$ cat config.mk
export PLATFORM = sky130hd
export DESIGN_NAME = rx_module
export DESIGN_NICKNAME = d
export VERILOG_FILES = /design/src/rtl/rx_module.sv
export SDC_FILE = /design/constraint.sdc
export NUM_CORES = 1
export LEC_CHECK = 0
export ABC_CLOCK_PERIOD_IN_PS = 3200
export BUFFER_PORTS_ARGS = -buffer_cell sky130_fd_sc_hd__buf_2
export CAP_MARGIN = 10
export CORE_MARGIN = 4
export CORE_UTILIZATION = 44
export DETAILED_ROUTE_END_ITERATION = 12
export HOLD_SLACK_MARGIN = 0.06
export PLACE_DENSITY = 0.64
export SYNTH_ARGS = -nofsm -noshare
export SYNTH_HDL_FRONTEND = slang
export SYNTH_SLANG_ARGS = --single-unit
$ cat constraint.sdc
create_clock -name clk -period 3.2 [get_ports clk]
set_input_delay 0.48 -clock clk [delete_from_list [all_inputs] [get_ports clk]]
set_output_delay 0.48 -clock clk [all_outputs]
set_load 0.1 [all_outputs]
$ cat src/rtl/rx_module.sv
// rx_module: RS232 8N1 serial receiver with a receive FIFO.
// Samples the synchronized line at mid-bit, writes accepted bytes into a
// FIFO_DEPTH-entry FIFO and lets the host pop them with rd_req.
// Optional even-parity checking is enabled by defining RX_MODULE_PARITY_EN.
module rx_module #(
  parameter int CLKS_PER_BIT = 434,
  parameter int FIFO_DEPTH   = 16,
  parameter int SYNC_STAGES  = 2
) (
  input  logic                          clk,
  input  logic                          reset_n,
  input  logic                          rx,
  input  logic                          rd_req,
  output logic [7:0]                    rx_data,
  output logic                          rx_valid,
  output logic                          fifo_empty,
  output logic                          fifo_full,
  output logic [$clog2(FIFO_DEPTH):0]   fifo_count,
  output logic                          frame_err,
  output logic                          overrun,
  output logic                          rx_busy
`ifdef RX_MODULE_PARITY_EN
  ,
  output logic                          parity_err
`endif
);

  localparam int TW = $clog2(CLKS_PER_BIT);
  localparam int AW = $clog2(FIFO_DEPTH);
  localparam int CW = AW + 1;
  localparam logic [TW-1:0] HALF_LD = TW'(CLKS_PER_BIT / 2 - 1);
  localparam logic [TW-1:0] FULL_LD = TW'(CLKS_PER_BIT - 1);

  typedef enum logic [2:0] {
    IDLE,
    START,
    DATA,
`ifdef RX_MODULE_PARITY_EN
    PARITY,
`endif
    STOP,
    BREAK
  } state_t;

  state_t                 state, state_next;
  logic [1:0]             rst_sync;
  logic                   rst_n;
  logic [SYNC_STAGES-1:0] sync;
  logic                   rxs;
  logic [TW-1:0]          timer;
  logic                   tick;
  logic [2:0]             bit_idx;
  logic [7:0]             shreg;
  logic                   load_half, load_full, shift_en, byte_ok, stop_bad;
  logic                   wr_pend;
  logic                   wr_ok, rd_ok;
  logic [AW-1:0]          wptr, rptr;
  logic [CW-1:0]          count_next;
  logic [7:0]             mem [FIFO_DEPTH];
`ifdef RX_MODULE_PARITY_EN
  logic                   par_chk, par_fail;
`endif

  // Reset: assert asynchronously, release on a clock edge
  always_ff @(posedge clk or negedge reset_n) begin
    if (!reset_n) rst_sync <= 2'b00;
    else          rst_sync <= {rst_sync[0], 1'b1};
  end
  assign rst_n = rst_sync[1];

  // Input synchronizer; resets to the idle (high) line level
  always_ff @(posedge clk or negedge rst_n) begin
    if (!rst_n) sync <= '1;
    else        sync <= {sync[SYNC_STAGES-2:0], rx};
  end
  assign rxs = sync[SYNC_STAGES-1];

  assign tick    = (timer == '0);
  assign rx_busy = (state != IDLE);

  // FSM state register
  always_ff @(posedge clk or negedge rst_n) begin
    if (!rst_n) state <= IDLE;
    else        state <= state_next;
  end

  // FSM next state and per-cycle control strobes
  always_comb begin
    state_next = state;
    load_half  = 1'b0;
    load_full  = 1'b0;
    shift_en   = 1'b0;
    byte_ok    = 1'b0;
    stop_bad   = 1'b0;
`ifdef RX_MODULE_PARITY_EN
    par_chk    = 1'b0;
`endif
    case (state)
      IDLE: begin
        if (!rxs) begin
          state_next = START;
          load_half  = 1'b1;
        end
      end
      START: begin
        if (tick) begin
          if (rxs) begin
            state_next = IDLE;
          end else begin
            state_next = DATA;
            load_full  = 1'b1;
          end
        end
      end
      DATA: begin
        if (tick) begin
          shift_en  = 1'b1;
          load_full = 1'b1;
`ifdef RX_MODULE_PARITY_EN
          if (bit_idx == 3'd7) state_next = PARITY;
`else
          if (bit_idx == 3'd7) state_next = STOP;
`endif
        end
      end
`ifdef RX_MODULE_PARITY_EN
      PARITY: begin
        if (tick) begin
          par_chk    = 1'b1;
          load_full  = 1'b1;
          state_next = STOP;
        end
      end
`endif
      STOP: begin
        if (tick) begin
          if (rxs) begin
`ifdef RX_MODULE_PARITY_EN
            byte_ok    = !par_fail;
`else
            byte_ok    = 1'b1;
`endif
            state_next = IDLE;
          end else begin
            stop_bad   = 1'b1;
            state_next = BREAK;
          end
        end
      end
      BREAK: begin
        if (rxs) state_next = IDLE;
      end
      default: state_next = IDLE;
    endcase
  end

  // Bit timer, bit index and status pulses from the receive side
  always_ff @(posedge clk or negedge rst_n) begin
    if (!rst_n) begin
      timer     <= '0;
      bit_idx   <= 3'd0;
      wr_pend   <= 1'b0;
      frame_err <= 1'b0;
    end else begin
      if (load_half)      timer <= HALF_LD;
      else if (load_full) timer <= FULL_LD;
      else if (!tick)     timer <= timer - 1'b1;
      if (state == START) bit_idx <= 3'd0;
      else if (shift_en)  bit_idx <= bit_idx + 3'd1;
      wr_pend   <= byte_ok;
      frame_err <= stop_bad;
    end
  end

`ifdef RX_MODULE_PARITY_EN
  // Even-parity check of the received byte against the parity bit
  always_ff @(posedge clk or negedge rst_n) begin
    if (!rst_n) begin
      par_fail   <= 1'b0;
      parity_err <= 1'b0;
    end else begin
      parity_err <= par_chk && ((^shreg) != rxs);
      if (state == START) par_fail <= 1'b0;
      else if (par_chk)   par_fail <= ((^shreg) != rxs);
    end
  end
`endif

  // Shift register, LSB arrives first
  always_ff @(posedge clk) begin
    if (shift_en) shreg <= {rxs, shreg[7:1]};
  end

  // Full check uses pre-read occupancy, so a same-cycle read never rescues a write
  assign wr_ok      = wr_pend && !fifo_full;
  assign rd_ok      = rd_req && !fifo_empty;
  assign count_next = fifo_count + CW'(wr_ok) - CW'(rd_ok);

  // FIFO storage
  always_ff @(posedge clk) begin
    if (wr_ok) mem[wptr] <= shreg;
  end

  // FIFO pointers, occupancy flags and read port
  always_ff @(posedge clk or negedge rst_n) begin
    if (!rst_n) begin
      wptr       <= '0;
      rptr       <= '0;
      fifo_count <= '0;
      fifo_empty <= 1'b1;
      fifo_full  <= 1'b0;
      rx_data    <= 8'h00;
      rx_valid   <= 1'b0;
      overrun    <= 1'b0;
    end else begin
      if (wr_ok) wptr <= wptr + 1'b1;
      if (rd_ok) begin
        rptr    <= rptr + 1'b1;
        rx_data <= mem[rptr];
      end
      rx_valid   <= rd_ok;
      overrun    <= wr_pend && fifo_full;
      fifo_count <= count_next;
      fifo_empty <= (count_next == '0);
      fifo_full  <= (count_next == CW'(FIFO_DEPTH));
    end
  end

endmodule

Word-level counts from Yosys, hierarchy flattened
Memories as Yosys holds them, arrays and structs flattened. A register that Yosys moved wholly into a read port is not among the register bits.
Cells that the tools add are included.
{ "totals": {"ff_bits": 46, "ramBits": 128, "input_bits": 4, "output_inout_bits": 19, "wordCells": 73, "memories": 1} }
{ "classes": {"add_sub_neg": 6, "n_eq_ne": 13, "n_mux": 26, "n_reduce_logical": 12} }
{ "memory_table": {"columns": ["name", "depth", "word_bits", "rd", "rd_clocked_by_memory_dff", "wr", "line_no", "source"], "rows": [
  ["mem", 16, 8, 1, 1, 1, "59", "logic [7:0] mem [FIFO_DEPTH];"]
]} }
{ "ops": {"columns": ["operator", "n"], "rows": [
  ["$mux 3", 9],
  ["$mux 9", 3],
  ["$pmux 3 s5", 1],
  ["$ne 2x2->1 const B", 6],
  ["$mux 1", 11],
  ["$logic_not 9->1", 1],
  ["$sub 9x1->9 const B", 1],
  ["$add 4x1->4 const B", 2],
  ["$eq 3x2->1 const B", 2],
  ["$eq 3x3->1 const B", 2],
  ["$reduce_and 6->1", 1],
  ["$add 5x1->5", 1],
  ["$eq 5x5->1 const B", 1],
  ["$logic_not 5->1", 1],
  ["$sub 5x1->5", 1],
  ["$add 3x1->3 const B", 1],
  ["$eq 3x1->1 const B", 1],
  ["$logic_and 1x1->1", 3],
  ["$logic_not 1->1", 3],
  ["$logic_not 3->1", 1],
  ["$ne 3x1->1 const B", 1],
  ["$reduce_bool 3->1", 1],
  ["$mux 2", 1],
  ["$pmux 1 s2", 1],
  ["$reduce_bool 2->1", 1]
]} }

Logic depth before layout (Yosys ltp)
Gate-level depths: netlist of the first run.
{ "depth": {"ltp_word": 5, "mapped_depth": 11, "depth_no_buf": 10} }

Least setup slack after synthesis of the first run
Ideal clock, no wire load.
{ "synth_timing": {"path_kind": "register -> register", "from": "register fifo_full", "to": "register fifo_full", "setup_ns": 0.088, "arrival_ns": 2.823, "required_time_ns": 3.112, "setup_slack_ns": 0.289, "path_stages_with_launch": 12, "path_buffers": 1, "synth_period_minus_slack_ns": 2.911, "cell_sequence": "dfrtp_1 nor2b_1 clkbuf_1 inv_1 ha_1 inv_1 ha_1 fa_1 a21o_1 a21oi_1 xnor2_1 nor3b_1"} }
{ "synth_via": {"elab_chain_len": 5} }
{ "synth_rtl": {"columns": ["element", "line_no", "source"], "rows": [
  ["start, declared", "17", "output logic fifo_full,"],
  ["start signal, assigned", "225", "fifo_full <= (count_next == CW'(FIFO_DEPTH));"],
  ["$logic_not 1->1", "195", "assign wr_ok = wr_pend && !fifo_full;"],
  ["$logic_and 1x1->1", "195", null],
  ["$add 5x1->5", "197", "assign count_next = fifo_count + CW'(wr_ok) - CW'(rd_ok);"],
  ["$sub 5x1->5", "197", null],
  ["net count_next[4]", "58", "logic [CW-1:0] count_next;"],
  ["$eq 5x5->1", "225", null]
]} }
The timed path passes the listed nets, and every way through them passes these cells.
A chain may end at the register's enable or synchronous reset.

Final worst setup path of the first run
{ "layout_timing": {"from": "register fifo_empty", "to": "register fifo_full"} }
{ "layout_via": {"elab_chain_len": 4} }
{ "layout_rtl": {"columns": ["element", "line_no", "source"], "rows": [
  ["start, declared", "16", "output logic fifo_empty,"],
  ["start signal, assigned", "224", "fifo_empty <= (count_next == '0);"],
  ["$logic_not 1->1", "196", "assign rd_ok = rd_req && !fifo_empty;"],
  ["$logic_and 1x1->1", "196", null],
  ["net rd_ok", "56", "logic wr_ok, rd_ok;"],
  ["$sub 5x1->5", "197", null],
  ["net count_next[4]", "58", null],
  ["$eq 5x5->1", "225", null]
]} }
The timed path passes the listed nets, and every way through them passes these cells.

==> impl_metrics.json, run 1 <==
{
  "num_vias": 4057,
  "multi_input_comb_area_um2": 2030,
  "nFillCells": 1382,
  "routed_via_density": 5.32,
  "cp_slowest_cell": "sky130_fd_sc_hd__dfstp_2",
  "cts-root-buf": "sky130_fd_sc_hd__clkbuf_16",
  "fp.dieW_um": 138,
  "slew_violations": 0,
  "final_setup_violation_count": 0,
  "clkTransAtPathRegs_ns": 0.06,
  "drtIter0Drc": 253,
  "area_delta_synth_final_pct": 12.4,
  "placement.io_buffers": 22,
  "tightest_slew_ns": 0.949,
  "clock_power_share_pct": 26.9,
  "crit_end_category": "flip-flop",
  "layout_worst_path_cycle_share_pct": 81.5,
  "cp_cell_sequence": "nand2b_1 -> inv_1 -> ha_1 -> inv_1 -> ha_1 -> fa_1 -> a21o_1 -> a21oi_1 -> xnor2_1 -> nor3b_1",
  "dp_area_um2": 7780,
  "crit_path_max_fanout": 5,
  "placed_cells_incl_taps": 730,
  "timing.hold.worst.class": "primary input to flip-flop",
  "tns_ns": 0,
  "synth_async_sr_flop_share_pct": 25.3,
  "p_int_mw": 4.64,
  "cpLargestDelayFamily": "adder cells",
  "max-cap-violations": 0,
  "gp_congestion": 0.830,
  "grt_antenna_before_repair": 0,
  "routed_wl_mm": 14.6,
  "core_area_um2": 16500,
  "critPathRequiredTime_ns": 3.52,
  "largest_net_degree_at_the_start_of_global_routing": 38,
  "cts_tree": "yes",
  "die-area_um2": 19000,
  "floorplan.initialDensity_pct": 44.9,
  "buf_inv_stages_crit_path": 2,
  "worst_path_largest_cell_delay_ns": 0.54,
  "netlist-cell-type-count": 47,
  "timing.final.crit_period_ns": 2.61,
  "number_of_clock_sinks": 182,
  "post_detailed_placement_half_perimeter_wirelength_mm": 9.27,
  "switching_share_pct": 36.9,
  "globalRouteTotalUtil_pct": 16.9,
  "design_power_total_mw": 7.35,
  "grt_pass1_vias": 4238,
  "ys_seq_area_share_pct": 70.7,
  "power_per_cell_area_nw_per_um2": 882,
  "antenna_cells": 0,
  "synthesis.area_per_instance_um2": 14.7,
  "cts_setup_buffers": 0,
  "outcome": "finished clean",
  "finish.cell_count_without_fillers": 763,
  "achievable-frequency_mhz": 383,
  "rrSetupSlack_ns": 0.59,
  "antenna_left": 0,
  "height_of_the_die_um": 138,
  "syn_nets": 521,
  "cts_max_level": 4,
  "crit_type": "flip-flop to flip-flop",
  "p_leak_nw": 3.09,
  "detail_route.wl_per_cell_um": 19.1,
  "std_cell_rows": 47,
  "cp_data_arrival_time_ns": 2.93,
  "gr-total-overflow": 0,
  "synth_cells": 503,
  "finalNetCount": 548,
  "ys.flop_type": "sky130_fd_sc_hd__edfxtp_1",
  "synth.ff_latch_count": 182,
  "combPwrFrac_pct": 32.3,
  "area_of_the_mapped_netlist_um2": 7410,
  "drive_gt1_share_pct": 12.2,
  "tritoncts.num_buffers": 17,
  "setup_repair_after_global_routing_missed_its_margin": "no",
  "number_of_enable_flip_flop_cells_after_synthesis": 136,
  "design.portCount": 23,
  "maxSlewHeadroom_pct": 36.5,
  "residual_drc_count": 0,
  "cp-start-kind": "flip-flop",
  "layout.cell_area.non_filler_um2": 8330,
  "worstSkewPairLatency_ns": 0.43,
  "detail_route.first_pass.iterations": 5,
  "area.sequential_um2": 5240,
  "power.switching_mw": 2.71,
  "clock_path_buffers": 2,
  "synth.yosys.warnings": 0,
  "report.final.hold_viol_count": 0,
  "global_route_wire_length_before_repair_mm": 23.3,
  "finClkSkew_ns": 0.00622,
  "vdd_ir_drop_max_mv": 0.512,
  "sequentialPowerShare_pct": 40.9
}
[sequential cells by signal, summed over array words and instances, names as in the netlist]
name and count:
wptr 4, shreg 8, sync 2, state 3, rx_data 8, rptr 4, timer 9, rst_sync 2
overrun 1, rx_valid 1, wr_pend 1, mem 128, bit_idx 3, frame_err 1, fifo_count 5, fifo_full 1
fifo_empty 1
[timing repair]
item / CTS / global route
gates resized for setup: 0 / 0
hold endpoints to repair: 2 / 0
hold buffers: 1 / 0
[per-layer routing]
layer	vias up	global-route usage, %	wire, µm
li1	1915	-	-
met1	2050	21.6	6530
met2	72	27.8	7250
met3	20	4.42	578
met4	0	6.09	227
met5	-	0	0
[cells in the mapped netlist, types with 2 or more instances]
library cell,n,area share (%)
sky130_fd_sc_hd__edfxtp_1,136,55
sky130_fd_sc_hd__mux2i_1,64,8.6
sky130_fd_sc_hd__dfrtp_1,43,15
sky130_fd_sc_hd__nand2_1,35,1.8
sky130_fd_sc_hd__a21oi_1,26,1.8
sky130_fd_sc_hd__nand3_1,26,1.8
sky130_fd_sc_hd__and2_1,18,1.5
sky130_fd_sc_hd__a22oi_1,16,1.6
sky130_fd_sc_hd__clkbuf_1,13,0.66
sky130_fd_sc_hd__ha_1,13,2.2
sky130_fd_sc_hd__nor2_1,12,0.61
sky130_fd_sc_hd__xnor2_1,12,1.4
sky130_fd_sc_hd__inv_1,11,0.56
sky130_fd_sc_hd__o21ai_0,9,0.61
sky130_fd_sc_hd__buf_2,8,0.54
sky130_fd_sc_hd__nor3_1,8,0.54
sky130_fd_sc_hd__nor2b_1,6,0.51
sky130_fd_sc_hd__nand2b_1,5,0.42
sky130_fd_sc_hd__dfstp_2,3,1.1
sky130_fd_sc_hd__nand3b_1,3,0.30
sky130_fd_sc_hd__or4_1,3,0.30
sky130_fd_sc_hd__a21o_1,2,0.20
sky130_fd_sc_hd__and3_1,2,0.17
sky130_fd_sc_hd__nor3b_1,2,0.20
sky130_fd_sc_hd__nor4_1,2,0.17
sky130_fd_sc_hd__o22ai_1,2,0.17
sky130_fd_sc_hd__or3_1,2,0.17
sky130_fd_sc_hd__or3b_2,2,0.24
[power groups by stage]
| stage | Combinational (mW) | Clock [mW] | Sequential (mW) |
|---|---|---|---|
| finish | 2.37 | 1.97 | 3.00 |
| global route | 2.54 | 2.11 | 3.05 |
| CTS | 2.39 | 2.01 | 3.01 |
| detailed placement | 2.38 | 0 | 3.06 |
| global placement | 2.34 | 0 | 3.05 |
| floorplan | 1.26 | 0 | 3.63 |
[cells in the final DEF, fill, tap and decap left out, types with 2 or more instances in the layout]
master / synthesis / final
sky130_fd_sc_hd__a21oi_1: 26 / 26
sky130_fd_sc_hd__or3_1: 2 / 2
sky130_fd_sc_hd__buf_4: 0 / 7
sky130_fd_sc_hd__mux2i_1: 64 / 64
sky130_fd_sc_hd__nand2b_1: 5 / 5
sky130_fd_sc_hd__dfstp_2: 3 / 3
sky130_fd_sc_hd__dfrtp_1: 43 / 41
sky130_fd_sc_hd__nor3_1: 8 / 8
sky130_fd_sc_hd__clkinv_2: 0 / 3
sky130_fd_sc_hd__clkbuf_16: 0 / 17
sky130_fd_sc_hd__a21o_1: 2 / 2
sky130_fd_sc_hd__or4_1: 3 / 3
sky130_fd_sc_hd__bufinv_16: 0 / 2
sky130_fd_sc_hd__nor4_1: 2 / 2
sky130_fd_sc_hd__or3b_2: 2 / 2
sky130_fd_sc_hd__nor3b_1: 2 / 2
sky130_fd_sc_hd__o22ai_1: 2 / 2
sky130_fd_sc_hd__xnor2_1: 12 / 12
sky130_fd_sc_hd__nor2_1: 12 / 12
sky130_fd_sc_hd__edfxtp_1: 136 / 136
sky130_fd_sc_hd__inv_1: 11 / 11
sky130_fd_sc_hd__nand3b_1: 3 / 3
sky130_fd_sc_hd__buf_2: 8 / 22
sky130_fd_sc_hd__nor2b_1: 6 / 5
sky130_fd_sc_hd__nand3_1: 26 / 26
sky130_fd_sc_hd__and2_1: 18 / 18
sky130_fd_sc_hd__a22oi_1: 16 / 16
sky130_fd_sc_hd__o21ai_0: 9 / 9
sky130_fd_sc_hd__ha_1: 13 / 13
sky130_fd_sc_hd__and3_1: 2 / 2
sky130_fd_sc_hd__nand2_1: 35 / 35
sky130_fd_sc_hd__clkbuf_1: 13 / 8
[through the flow]
| stage | hold slack [ns] | setup slack, ns | util [%] |
|---|---|---|---|
| finish | 0.150 | 0.591 | 50.4 |
| global route | 0.137 | 0.455 | 50.4 |
| CTS | 0.124 | 0.565 | 50.4 |
| global placement | 0.268 | 0.660 | 47.1 |
| floorplan | 0.184 | 0.289 | - |
| detailed placement | 0.268 | 0.579 | 47.1 |
[kinds of logic (layout without fill, tap and decap cells)]
| group | count (synthesis) | count (layout) | synth area share [%] |
|---|---|---|---|
| DFF | 182 | 182 | 70.7 |
| buffers and inverters | 34 | 74 | 1.96 |
| AOI/OAI and AO/OA | 61 | 61 | 5.05 |
| other | 1 | 1 | 0.0506 |
| and+or+nand+nor | 133 | 133 | 9.50 |
| adders and majority gates | 14 | 14 | 2.46 |
| xor gates and xnor gates | 13 | 13 | 1.54 |
| muxes | 65 | 65 | 8.79 |
[cell type report]
type	count	share of cell area, %
flip-flops and latches	182	62.9
well taps	220	3.30
clock buffers	26	5.63
inverters	11	0.495
repair buffers	31	2.31
multi-input cells	287	24.4
clock inverters	6	0.946
[final timing paths]
check | from | end | cells past startpoint
min | rx | sync[0] | 1
max in group asynchronous | rst_sync[1] | rx_data[1] | 1
max | fifo_empty | fifo_full | 10
min reg2reg | rst_sync[0] | rst_sync[1] | 0
min in group asynchronous | rst_sync[1] | timer[7] | 0
max reg2reg | fifo_empty | fifo_full | 10
No activity file was read; power rests on OpenSTA's default activity.
==> run 2, diff against run 1 <==
--- a/config.mk
+++ b/config.mk
@@ -5,7 +5,7 @@
 export SDC_FILE = /design/constraint.sdc
 export NUM_CORES = 1
 export LEC_CHECK = 0
-export ABC_CLOCK_PERIOD_IN_PS = 3200
+export ABC_CLOCK_PERIOD_IN_PS = 2600
 export BUFFER_PORTS_ARGS = -buffer_cell sky130_fd_sc_hd__buf_2
 export CAP_MARGIN = 10
 export CORE_MARGIN = 4
==> constraint.sdc (replaced) <==
create_clock -name clk -period 2.6 [get_ports clk]
set_input_delay 0.39 -clock clk [delete_from_list [all_inputs] [get_ports clk]]
set_output_delay 0.39 -clock clk [all_outputs]
set_load 0.1 [all_outputs]
==> impl_metrics.json, run 2 (synthesis results as in run 1) <==
{
  "post_detailed_placement_half_perimeter_wirelength_mm": 9.08,
  "fp.dieW_um": 138,
  "clkTransAtPathRegs_ns": 0.07,
  "grt_pass1_vias": 4152,
  "height_of_the_die_um": 138,
  "crit_end_category": "flip-flop",
  "layout_worst_path_cycle_share_pct": 96.1,
  "finalNetCount": 554,
  "cp-start-kind": "flip-flop",
  "cts-root-buf": "sky130_fd_sc_hd__clkbuf_16",
  "max-cap-violations": 0,
  "design.portCount": 23,
  "worstSkewPairLatency_ns": 0.43,
  "globalRoute.busiestLayer": "met2",
  "sequentialPowerShare_pct": 38.9,
  "detail_route.wl_per_cell_um": 18.6,
  "residual_drc_count": 0,
  "report.final.hold_viol_count": 0,
  "postLayoutSetupSlackWorst_ns": 0.102,
  "gr-total-overflow": 0,
  "worst_path_largest_cell_delay_ns": 0.61,
  "critPathRequiredTime_ns": 2.94,
  "global_route.usage.met3_pct": 4.46,
  "placed_cells_incl_taps": 733,
  "finish.cell_count_without_fillers": 769,
  "largest_register_by_flop_count": "mem",
  "core_area_um2": 16500,
  "final_setup_violation_count": 0,
  "global_route_wire_length_before_repair_mm": 23.1,
  "hold_ws_ns": 0.269,
  "timing.final.crit_period_ns": 2.50,
  "buf_inv_stages_crit_path": 2,
  "num_vias": 4095,
  "outcome": "finished clean",
  "layout_common_cells": "136 x sky130_fd_sc_hd__edfxtp_1, 64 x sky130_fd_sc_hd__mux2i_1, 40 x sky130_fd_sc_hd__dfrtp_1",
  "routed_wl_mm": 14.3,
  "antenna_left": 0,
  "post-place-ws_ns": 0.0903,
  "die-area_um2": 19000,
  "grt_antenna_before_repair": 0,
  "p_leak_nw": 3.17,
  "antenna_cells": 0,
  "gp_congestion": 0.768,
  "placement.io_buffers": 22,
  "design_power_total_mw": 9.50,
  "cts_max_level": 4,
  "switching_share_pct": 37.1,
  "slew_violations": 0,
  "reg.largest.list": "mem x128, timer x9",
  "clock_power_share_pct": 27.9,
  "maxSlewHeadroom_pct": 47.6,
  "drive_gt1_share_pct": 16.2,
  "tightest_slew_ns": 0.786,
  "p_int_mw": 5.97,
  "std_cell_rows": 47,
  "tns_ns": 0,
  "met1_use_gr_pct": 21.7,
  "cts_tree": "yes",
  "crit_path_max_fanout": 5,
  "achievable-frequency_mhz": 400,
  "largest_net_degree_at_the_start_of_global_routing": 36,
  "globalRouteTotalUtil_pct": 16.5,
  "timing.hold.worst.class": "primary input to flip-flop",
  "cp_cell_sequence": "nand2b_4 -> inv_2 -> ha_1 -> inv_1 -> ha_4 -> fa_2 -> xor2_2 -> or3_4 -> nor3b_4",
  "crit_type": "flip-flop to flip-flop",
  "tritoncts.num_buffers": 17,
  "finClkSkew_ns": 0.0118,
  "drtIter0Drc": 263,
  "cp_data_arrival_time_ns": 2.84,
  "nFillCells": 1371,
  "grt_use_met2_pct": 26.8,
  "power.switching_mw": 3.53,
  "area_delta_synth_final_pct": 14.8,
  "clock_path_buffers": 2,
  "power_per_cell_area_nw_per_um2": 1120,
  "largest_register_ffs": 128,
  "cp_slowest_cell": "sky130_fd_sc_hd__dfstp_4",
  "combPwrFrac_pct": 33.3,
  "layout_commonest_cell": "sky130_fd_sc_hd__edfxtp_1",
  "cpLargestDelayFamily": "adder cells",
  "number_of_clock_sinks": 182,
  "routed_via_density": 5.33,
  "floorplan.initialDensity_pct": 44.9,
  "detail_route.first_pass.iterations": 4,
  "vdd_ir_drop_max_mv": 0.704
}
[run 2: power groups by stage]
| stage | sequential [mW] | clock (mW) | combinational (mW) |
|---|---|---|---|
| after floorplan | 4.48 | 0 | 1.58 |
| after global placement | 3.73 | 0 | 2.93 |
| after detailed placement | 3.75 | 0 | 2.99 |
| after CTS | 3.69 | 2.69 | 3.00 |
| after global routing | 3.74 | 2.83 | 3.40 |
| final | 3.69 | 2.65 | 3.16 |
[run 2: layout make-up]
class / instances / area [µm²] / area share, %
timing repair buffer: 37 / 240 / 2.82
multi-input combinational: 287 / 2090 / 24.6
sequential: 182 / 5250 / 61.7
inverter: 11 / 41.3 / 0.485
clock buffer: 19 / 443 / 5.20
clock inverter: 13 / 169 / 1.98
tap: 220 / 275 / 3.23
[run 2: timing repair]
item / CTS / global route
buffers inserted: 0 / 2
hold buffers: 2 / 0
setup endpoints to repair: 0 / 2
hold endpoints to repair: 3 / 0
resized for setup: 0 / 9
[run 2: stage by stage]
step / area (µm²) / util (%)
floorplan: 7440 / -
global placement: 7820 / 47.3
detailed placement: 7820 / 47.3
CTS: 8450 / 51.1
global route: 8510 / 51.5
finish: 8510 / 51.5
[run 2: worst register-to-register path, stage by stage (launching register included)]
cell                       delay (ns)
sky130_fd_sc_hd__dfstp_4         0.61
sky130_fd_sc_hd__nand2b_4        0.12
sky130_fd_sc_hd__inv_2           0.06
sky130_fd_sc_hd__ha_1            0.26
sky130_fd_sc_hd__inv_1           0.05
sky130_fd_sc_hd__ha_4            0.16
sky130_fd_sc_hd__fa_2            0.39
sky130_fd_sc_hd__xor2_2          0.17
sky130_fd_sc_hd__or3_4           0.39
sky130_fd_sc_hd__nor3b_4         0.20
[run 2: per-layer routing]
metal,vias to the layer above,share of wire (%)
met5,-,0
met4,0,1.3
met3,19,5.0
met2,81,50
met1,2056,43
li1,1939,-
[run 2: worst paths after layout]
check / startpoint / to / slack, ns / cells past startpoint
setup / recovery: fifo_empty / fifo_full / 0.10 / 9
hold / removal: rd_req / rx_valid / 0.27 / 3
setup reg to reg: fifo_empty / fifo_full / 0.10 / 9
hold reg to reg: rst_sync[1] / timer[1] / 0.33 / 0
max in group asynchronous: rst_sync[1] / rx_data[6] / 1.62 / 1
min in group asynchronous: reset_n / rst_sync[0] / 0.28 / 2
